===== src/rtl/digit_serial_addsub.sv =====
// Digit-serial adder/subtractor: WIDTH-bit a +/- b, DIGIT bits per clock, LSB first.
// Define DIGIT_SERIAL_ADDSUB_OVF_EN to add the registered signed-overflow output ovf.
module digit_serial_addsub #(
    parameter int WIDTH = 16,
    parameter int DIGIT = 4
) (
    input  logic             clk,
    input  logic             rst_n,
    input  logic             start,
    input  logic             sub,
    input  logic [WIDTH-1:0] a,
    input  logic [WIDTH-1:0] b,
    output logic             busy,
    output logic             done,
    output logic [WIDTH-1:0] y,
    output logic             cout
`ifdef DIGIT_SERIAL_ADDSUB_OVF_EN
    ,
    output logic             ovf
`endif
);

    localparam int N  = WIDTH / DIGIT;
    localparam int CW = (N > 1) ? $clog2(N) : 1;

    generate
        if (DIGIT < 1 || DIGIT > WIDTH || (WIDTH % DIGIT) != 0) begin : g_bad_digit
            $error("digit_serial_addsub: WIDTH must be a multiple of DIGIT");
        end
    endgenerate

    typedef enum logic [1:0] {
        IDLE,
        RUN,
        DONE
    } state_t;

    state_t           state_q;
    logic [WIDTH-1:0] a_q;
    logic [WIDTH-1:0] b_q;
    logic [WIDTH-1:0] r_q;
    logic             carry_q;
    logic [CW-1:0]    cnt_q;

    logic [DIGIT:0]   dsum_d;
    logic [WIDTH-1:0] dig_ext_d;
    logic [WIDTH-1:0] r_d;
    logic             last_d;
`ifdef DIGIT_SERIAL_ADDSUB_OVF_EN
    logic             msb_cin_d;
`endif

    // One digit of the ripple: low digit of A + low digit of B' + carry flop.
    always_comb begin
        dsum_d    = {1'b0, a_q[DIGIT-1:0]}
                  + {1'b0, b_q[DIGIT-1:0]}
                  + {{DIGIT{1'b0}}, carry_q};
        dig_ext_d = WIDTH'(dsum_d[DIGIT-1:0]);
        r_d       = (r_q >> DIGIT) | (dig_ext_d << (WIDTH - DIGIT));
        last_d    = (cnt_q == CW'(N - 1));
`ifdef DIGIT_SERIAL_ADDSUB_OVF_EN
        // Carry into the top bit recovered from the top sum bit and its operands.
        msb_cin_d = dsum_d[DIGIT-1] ^ a_q[DIGIT-1] ^ b_q[DIGIT-1];
`endif
    end

    // Control FSM and datapath registers; all outputs are registered here.
    always_ff @(posedge clk or negedge rst_n) begin
        if (!rst_n) begin
            state_q <= IDLE;
            a_q     <= '0;
            b_q     <= '0;
            r_q     <= '0;
            carry_q <= 1'b0;
            cnt_q   <= '0;
            busy    <= 1'b0;
            done    <= 1'b0;
            y       <= '0;
            cout    <= 1'b0;
`ifdef DIGIT_SERIAL_ADDSUB_OVF_EN
            ovf     <= 1'b0;
`endif
        end else begin
            unique case (state_q)
                IDLE, DONE: begin
                    done <= 1'b0;
                    if (start) begin
                        a_q     <= a;
                        b_q     <= sub ? ~b : b;
                        carry_q <= sub;
                        cnt_q   <= '0;
                        busy    <= 1'b1;
                        state_q <= RUN;
                    end else begin
                        busy    <= 1'b0;
                        state_q <= IDLE;
                    end
                end
                RUN: begin
                    a_q     <= a_q >> DIGIT;
                    b_q     <= b_q >> DIGIT;
                    r_q     <= r_d;
                    carry_q <= dsum_d[DIGIT];
                    cnt_q   <= cnt_q + CW'(1);
                    if (last_d) begin
                        y       <= r_d;
                        cout    <= dsum_d[DIGIT];
`ifdef DIGIT_SERIAL_ADDSUB_OVF_EN
                        ovf     <= msb_cin_d ^ dsum_d[DIGIT];
`endif
                        busy    <= 1'b0;
                        done    <= 1'b1;
                        state_q <= DONE;
                    end
                end
                default: begin
                    busy    <= 1'b0;
                    done    <= 1'b0;
                    state_q <= IDLE;
                end
            endcase
        end
    end

endmodule


===== config.mk =====
export PLATFORM = sky130hd
export DESIGN_NAME = digit_serial_addsub
export DESIGN_NICKNAME = d
export VERILOG_FILES = /design/src/rtl/digit_serial_addsub.sv
export SDC_FILE = /design/constraint.sdc
export NUM_CORES = 1
export LEC_CHECK = 0
export BUFFER_PORTS_ARGS = -buffer_cell sky130_fd_sc_hd__buf_4
export CORE_MARGIN = 1
export CORE_UTILIZATION = 59
export CTS_CLUSTER_DIAMETER = 50
export DETAILED_ROUTE_END_ITERATION = 12
export MAX_ROUTING_LAYER = met4
export PLACE_DENSITY = 0.83
export SLEW_MARGIN = 10
export SYNTH_ARGS = -nofsm -noshare
export SYNTH_HDL_FRONTEND = slang
export SYNTH_SLANG_ARGS = --single-unit
export TNS_END_PERCENT = 1

===== constraint.sdc =====
create_clock -name clk -period 4.75 [get_ports clk]
set_input_delay 0.475 -clock clk [delete_from_list [all_inputs] [get_ports clk]]
set_output_delay 0.475 -clock clk [all_outputs]
set_load 0.02 [all_outputs]

# Word-level counts from Yosys, hierarchy flattened

Cells that the tools add are included.

Register bits: 72
Input port bits: 36
Output and inout bits: 19
Logic and storage cells: 42

Add/sub/neg operators: 3
Equality and inequality tests: 5
Mux-type cells: 17
Bitwise gates (word level): 2
Reduce and logical (&&, ||, !) cells: 5

Operators by type and width:

| operator                                                               | number |
|---|---|
| 16-bit case mux with 2 select lines                                    | 2 |
| 16-bit 2-to-1 mux                                                      | 3 |
| 16-bit NOT                                                             | 1 |
| 12-bit by 16-bit bitwise OR with 16-bit output                         | 1 |
| 2-bit case mux with 2 select lines                                     | 2 |
| 1-bit 2-to-1 mux                                                       | 6 |
| 4-bit by 4-bit adder with 5-bit output                                 | 1 |
| 5-bit by 1-bit adder with 5-bit output                                 | 1 |
| 2-bit equality test (second input constant)                            | 2 |
| 2-bit 2-to-1 mux                                                       | 2 |
| 2-bit != test (second input constant)                                  | 2 |
| 1-bit case mux with 2 select lines                                     | 2 |
| 2-bit AND reduction                                                    | 2 |
| 2-bit by 1-bit adder with 2-bit output (second input constant)         | 1 |
| 2-bit by 1-bit equality test with 1-bit output (second input constant) | 1 |
| 2-bit logical NOT                                                      | 1 |
| 2-bit nonzero test                                                     | 1 |
| 2-bit OR reduction                                                     | 1 |

# Logic depth before layout (Yosys ltp)

Gate-level depths: netlist of the first run.

Depth after elaboration: 4
Mapped depth: 7
Gate-level depth less buffers: 7

# Worst setup path after synthesis of the first run

No wires, ideal clock.

Path type: register -> register
From: reg a_q[0]
To: reg carry_q
Setup time: 0.130 ns
Arrival time: 1.481 ns
Data required time: 4.620 ns
Setup slack: 3.138 ns
Stages on the path, launching flop included: 8
Buffers on the path: 0
Period minus slack after synthesis: 1.612 ns
Cell sequence: dfrtp_1 > fa_1 > inv_1 > fa_1 > inv_1 > a21o_1 > a21oi_1 > o21ai_0

Word-level cells in the longest chain between the ends: 3

RTL lines:

| item                                   | RTL line | text |
|---|---|---|
| start, declared                        | 39       | `logic [WIDTH-1:0] a_q;` |
| start signal, assigned                 | 100      | `a_q <= a_q >> DIGIT;` |
| 4-bit by 4-bit adder with 5-bit output | 56       | `+ {1'b0, b_q[DIGIT-1:0]}` |
| 5-bit by 1-bit adder with 5-bit output | 57       | `+ {{DIGIT{1'b0}}, carry_q};` |
| 1-bit case mux with 2 select lines     | 84       | `unique case (state_q)` |
| end signal, assigned                   | 90       | `carry_q <= sub;` |
| end signal, assigned                   | 103      | `carry_q <= dsum_d[DIGIT];` |
| end, declared                          | 42       | `logic carry_q;` |

No other way between the ends.
A chain may end at the register's enable or synchronous reset.

# Worst setup path after layout of the first run

From: reg state_q[0]
To: reg carry_q

Word-level cells in the longest chain between the ends: 4
Elaborated cells on any way between the ends: 8
Classes of those cells: eq/ne: 3; mux: 1; reduce/logical: 4

RTL lines:

| item                                                                 | RTL line | text |
|---|---|---|
| start, declared                                                      | 38       | `state_t state_q;` |
| start signal, assigned                                               | 70       | `state_q <= IDLE;` |
| start signal, assigned                                               | 93       | `state_q <= RUN;` |
| start signal, assigned                                               | 96       | `state_q <= IDLE;` |
| 2-bit equality test / 2-bit logical NOT (equally long branches)      | 84       |  |
| 2-bit OR reduction                                                   | 84       |  |
| 2-bit != test (no line) / 2-bit nonzero test (equally long branches) | n/a      |  |
| 2-bit AND reduction (no line)                                        | n/a      |  |

Parallel ways exist; a longest one is shown, timed or not.

==> key figures, run 1 <==
Die
  • I/O pin cnt: 55
  • Core region area: between 4000 and 5000 µm²
  • Total die area: about 5200 µm²
  • Die Width: about 72 µm
  • Initial core utilization: around 61%
  • Die span in y: approximately 72 µm
  • FP Rows: 25

Worst setup path
  • R2R setup slack: between 2 and 3 ns
  • Crit end category: flip-flop
  • Crit Path Category: reg -> reg
  • Arr. time, crit path: ~2.3 ns
  • Critical Path Source Type: flip-flop
  • Data required, critical path: approximately 5.0 ns
  • Crit Path Max Fanout: 34
  • Reg2reg path depth: 5

Route
  • First-pass iteration count of the detailed router: 4
  • Highest routed layer: met4
  • Via count: a little over 2000
  • Drc violations: 0
  • Detailed Route Iter0 Violations: roughly 140
  • DR WL/cell: approximately 14 µm
  • Via/cell ratio: between 5 and 6
  • Antenna Violating Nets Remaining: 0
  • Met2 wire length: around 2500 µm
  • WL met1: about 2300 µm
  • Detailed Route WL: around 5100 µm
  • Met3 wire len: 217 µm

Logic synthesis
  • Syn Std Cell Area: 2924 µm²
  • Synth Warn #: 0
  • Avg Inst Size Synth: roughly 11 µm²
  • Synth Register Bits: 67
  • Top FF cell, synth: dfrtp_1
  • Seq/Total Area, Yosys: between 50 and 60%
  • Post-synth EDFFs: 0
  • Ys async rst share: 100.0%
  • Unique masters post-synth: 27
  • Syn nets: 298
  • Gate Count Post-Synth: ~260

Timing
  • Slew HR: between 40% and 50%
  • Slew @ Worst Pin: approximately 0.81 ns
  • Number of hold violations in the final report: 0
  • Setup violations, final: 0
  • Hold_ws: about 0.22 ns
  • TNS Setup: 0 ns
  • Crit path time final: between 2 and 2.5 ns
  • Max Clk Rate: about 0.50 GHz
  • RSZ-0062 raised after global routing: false
  • Layout Skew: ~0.0076 ns
  • Tcrit/Tclk final: 42.29%
  • Slew Viols, Final: 0

Placed design
  • RePlAce Congestion: 0.7072
  • Input/output buffers: 54
  • Post-DP Area: about 3300 µm²
  • Hpwl dp: roughly 3400 µm

Cells and area
  • Antenna fix cells: 0
  • Share of layout cells above drive strength 1: 27.33%
  • Finished Cell Area: ~3500 µm²
  • Core Util, Final: between 70% and 80%
  • Area Growth Syn to Fin: 20.54%
  • Nets: around 350

Power and ir drop
  • Peak supply drop: 0.0003679 V
  • PwrDens: 691.4 nW/µm²
  • Total design power: about 0.0024 W
  • Leakage: roughly 1.8 nW

Clocking
  • CTS tree: yes
  • Post-CTS Hold Buffers: 0
  • PostCTS Resize Cnt: 0
  • # H-tree levels: 3
  • Clk_lat worst skew: between 0.3 and 0.4 ns
  • Num Clock Sinks: 67
  • CTS Buf Count: 9
  • Max Root-Sink Buffers: 2
  • Post-CTS Setup Bufs: 0
  • CTS root buffer: clkbuf_8
  • Clk slew on worst S/H paths: approximately 0.070 ns

GRT
  • Largest net degree at the start of global routing: 68
  • First-pass GRT wire length: 8742 µm
  • Global Route Usage Sum: about a quarter
  • Vias in the first global route: around 1900
  • Congestion Overflow GR: 0
  • Initial antenna violation count: 0

Flow run
  • Max-cap violations: 0

Status
  • Outcome: complete, no violations

Hold path
  • Class of the worst hold path: in -> async
## critical path, cell delays in order, from the launching register on
cell,delay (ns)
dfrtp_1,0.40
and2b_1,0.27
buf_4,0.29
nor2_4,0.60
a22oi_1,0.17
o21ai_0,0.16
## synth_stat cells (5+ instances only)
master	instances	area [µm²]
inv_1	6	22.52
a22oi_1	12	90.09
buf_2	10	50.05
dfrtp_1	67	1677
nor2_1	12	45.04
nand2_1	61	229.0
a22o_1	5	43.79
a221o_1	13	130.1
o21ai_0	14	70.07
xnor2_1	16	140.1
mux2_4	11	165.2
## where the power goes
part	total [W]	internal [W]	switching (W)
logic	0.000998	0.000458	0.000541
registers	0.000993	0.000835	0.000158
clock network	0.000446	0.000246	0.000199
## worst paths after layout
kind,end,startpoint
setup / recovery,carry_q,state_q[0]
setup reg to reg,carry_q,state_q[0]
max in group asynchronous,busy,rst_n
min in group clk,a_q[7],a[7]
hold / removal,y[1],rst_n
hold reg to reg,r_q[7],r_q[7]
## cell usage in the layout, fill, tap and decap left out
master / n
a22oi_1: 12
clkinv_2: 1
buf_4: 56
xor2_1: 2
mux2_4: 11
nor2_4: 1
fa_1: 2
o21ai_0: 14
inv_1: 6
clkbuf_8: 13
ha_1: 4
dfrtp_1: 67
a21o_1: 2
nor3_1: 1
nor2b_1: 1
nand2_4: 1
nor2_1: 12
clkbuf_1: 2
a221o_1: 13
o31ai_1: 1
a21oi_1: 2
mux2_2: 2
a22o_1: 5
nand2b_1: 2
nand2_1: 61
and2b_1: 1
xnor2_1: 16
## layout make-up
cell class | count | area, µm²
flip-flops and latches | 67 | 1677
fillers | 355 | 1230
multi-input cells | 166 | 1130
repair buffers | 56 | 420.4
clock buffers | 15 | 186.4
well taps | 67 | 83.83
inverters | 6 | 22.52
clock inverters | 1 | 5.005
## registers in the layout (all words and copies together) (netlist names)
register	count
cout	1
state_q	2
busy	1
b_q	16
y	16
carry_q	1
a_q	16
r_q	12
cnt_q	2
## per-stage QoR
step | setup WS (ns) | instances
4_1_cts | 2.745 | 378
3_5_place_dp | 2.836 | 362
3_3_place_gp | 2.907 | 362
5_1_grt | 2.572 | 378
2_1_floorplan | 3.138 | 256
6_report | 2.741 | 378
## kinds of logic (layout without fill, tap and decap cells)
family,after synthesis,after routing,synth area share [%]
compound gates,49,49,12.54
mux,13,13,6.418
fa+ha+maj,6,6,3.081
xor+xnor,18,18,5.391
buf+inv,23,78,4.022
flops,67,67,57.34
simple gates,80,80,11.21
## metal layers
| layer | up-vias | track usage, % |
|---|---|---|
| li1 | 973 | - |
| met1 | 980 | 29.83 |
| met2 | 54 | 35.10 |
| met3 | 9 | 4.583 |
| met4 | 0 | 13.07 |
| met5 | - | - |
Power figures use the tool's default switching activity.
==> run 2, diff against run 1 <==
CORE_UTILIZATION = 49   (was 59)
PLACE_DENSITY = 0.74   (was 0.83)
clock period = 1.6 ns   (was 4.75 ns; I/O delays follow)
==> key figures, run 2 (synthesized netlist as in run 1, its figures left out) <==
Cells and area
  • Area Growth Syn to Fin: 22.64%
  • Largest regs: a_q x16, b_q x16, y x16
  • Filler cells: between 400 and 500
  • Antenna fix cells: 0
  • Multi-input logic area: between 1000 and 1500 µm²
  • Area occupied by registers: 1677 µm²
  • Non-filler cells, final: 391
  • Nets: 358
  • Commonest cells after routing, fill and taps aside: dfrtp_1, buf_4, nand2_1, xnor2_1, a221o_1
  • Commonest non-fill, non-tap cell in the layout: dfrtp_1
  • Share of layout cells above drive strength 1: a little under a third

GRT
  • Congestion Overflow GR: 0
  • First-pass GRT wire length: around 9300 µm
  • Initial antenna violation count: 0
  • Vias in the first global route: 2038
  • Largest net degree at the start of global routing: between 40 and 50
  • Global Route Usage Sum: approximately 20%

Clocking
  • Max Root-Sink Buffers: 2
  • Num Clock Sinks: 67
  • # H-tree levels: 3
  • Clk slew on worst S/H paths: 0.07 ns
  • CTS root buffer: clkbuf_8
  • Clk_lat worst skew: ~0.34 ns
  • Post-CTS Setup Bufs: 0
  • CTS tree: yes
  • CTS Buf Count: 9

Route
  • Drc violations: 0
  • Detailed Route WL: roughly 5300 µm
  • First-pass iteration count of the detailed router: 4
  • DR WL/cell: 13.58 µm
  • Via/cell ratio: around 5.2
  • Antenna Violating Nets Remaining: 0
  • Detailed Route Iter0 Violations: between 80 and 90
  • Via count: about 2000

Worst setup path
  • Crit Path Category: reg -> reg
  • Crit Path Max Fanout: 2
  • Arr. time, crit path: 1.81 ns
  • Crit end category: flip-flop
  • Crit-path leading delay family: adder cells
  • CP max stage delay: ~0.40 ns
  • Data required, critical path: between 1.5 and 2 ns
  • Buf/Inv on CP: 2
  • Critical-path cell list: fa_2 -> inv_2 -> fa_2 -> inv_1 -> a21o_1 -> a21oi_2 -> o21ai_0
  • Cell mode on critical path: fa_2
  • Critical Path Source Type: flip-flop
  • Slowest-stage cell, CP: dfrtp_1

Timing
  • Slew HR: roughly half
  • Number of hold violations in the final report: 0
  • Slew @ Worst Pin: around 0.74 ns
  • Layout Skew: between 0.004 and 0.005 ns
  • Crit path time final: about 1.6 ns
  • Tcrit/Tclk final: about 100%
  • Slew Viols, Final: 0
  • Max Clk Rate: around 0.63 GHz
  • Setup violations, final: 0
  • RSZ-0062 raised after global routing: true

Flow run
  • Max-cap violations: 0

Power and ir drop
  • Peak supply drop: between 0.0009 and 0.001 V
  • Total design power: a little over 0.007 W
  • PwrDens: approximately 2000 nW/µm²
  • Leakage: roughly 1.8 nW

Die
  • Core region area: ~5600 µm²
  • Initial core utilization: approximately 52%
  • Die span in y: 79.25 µm
  • I/O pin cnt: 55
  • Die Width: between 70 and 80 µm
  • Total die area: between 6000 and 7000 µm²
  • FP Rows: 27

Placed design
  • RePlAce Congestion: roughly 0.78
  • Placed cells: 376
  • Input/output buffers: 54
  • Hpwl dp: between 3000 and 4000 µm

Hold path
  • Class of the worst hold path: in -> reg

Status
  • Outcome: complete, no violations
-- run 2: cell count changes in the layout (fill, tap and decap cells not counted), sizes merged --
cell         change
clkbuf           -5
dlygate4sd3      +1
buf              +9
clkinv           +3
-- run 2: repair_timing --
action / CTS / global route
resized for setup: 2 / 6
pin swaps: 2 / 19
endpoints found under the setup margin: 3 / 41
endpoints found under the hold margin: 38 / 0
hold buffers: 1 / 0
-- run 2: stage by stage --
stage	setup slack, ns	cell area [µm²]	utilization (%)	hold WS, ns	TNS (ns)
global route	-0.09281	3586	63.56	0.02472	-1.240
finish	0.0008856	3586	63.56	0.03382	0
detailed placement	-0.06789	3412	60.48	0.1646	-0.1240
CTS	-0.0001592	3573	63.34	0.01812	-0.0001592
floorplan	0.02847	2929	-	-0.1356	0
global placement	-0.01295	3412	60.48	0.1606	-0.01601
-- run 2: layout make-up --
type	count	share of cell area [%]
well taps	72	2.512
multi-input cells	166	32.10
repair buffers	66	13.89
flip-flops and latches	67	46.76
clock buffers	10	3.559
inverters	6	0.6281
clock inverters	4	0.5583
-- run 2: final timing paths --
check / end / slack [ns] / start / cells after the start
min in group asynchronous: busy / 0.33 / rst_n / 2
hold / removal: a_q[10] / 0.03 / a[10] / 3
setup reg to reg: carry_q / 0.0009 / b_q[0] / 7
max in group asynchronous: a_q[9] / 0.68 / rst_n / 3
hold reg to reg: a_q[8] / 0.48 / a_q[8] / 2
setup / recovery: carry_q / 0.0009 / b_q[0] / 7
-- run 2: where the power goes --
group / total, W / switching, W / internal (W)
logic: 0.00317 / 0.00167 / 0.00150
registers: 0.00296 / 0.000477 / 0.00248
clock network: 0.00111 / 0.000581 / 0.000533
-- run 2: tightest hold or removal path, stage by stage --
cell	delay, ns
buf_4	0.08
a22oi_1	0.05
nand2_1	0.05
-- run 2: routing by layer --
| layer | vias to the layer above | share of wire [%] | track usage, % |
|---|---|---|---|
| met5 | - | 0 | - |
| met4 | 0 | 1.4 | 6.545 |
| met3 | 9 | 5.6 | 6.552 |
| met2 | 62 | 47 | 32.67 |
| met1 | 964 | 46 | 24.30 |
| li1 | 985 | - | - |
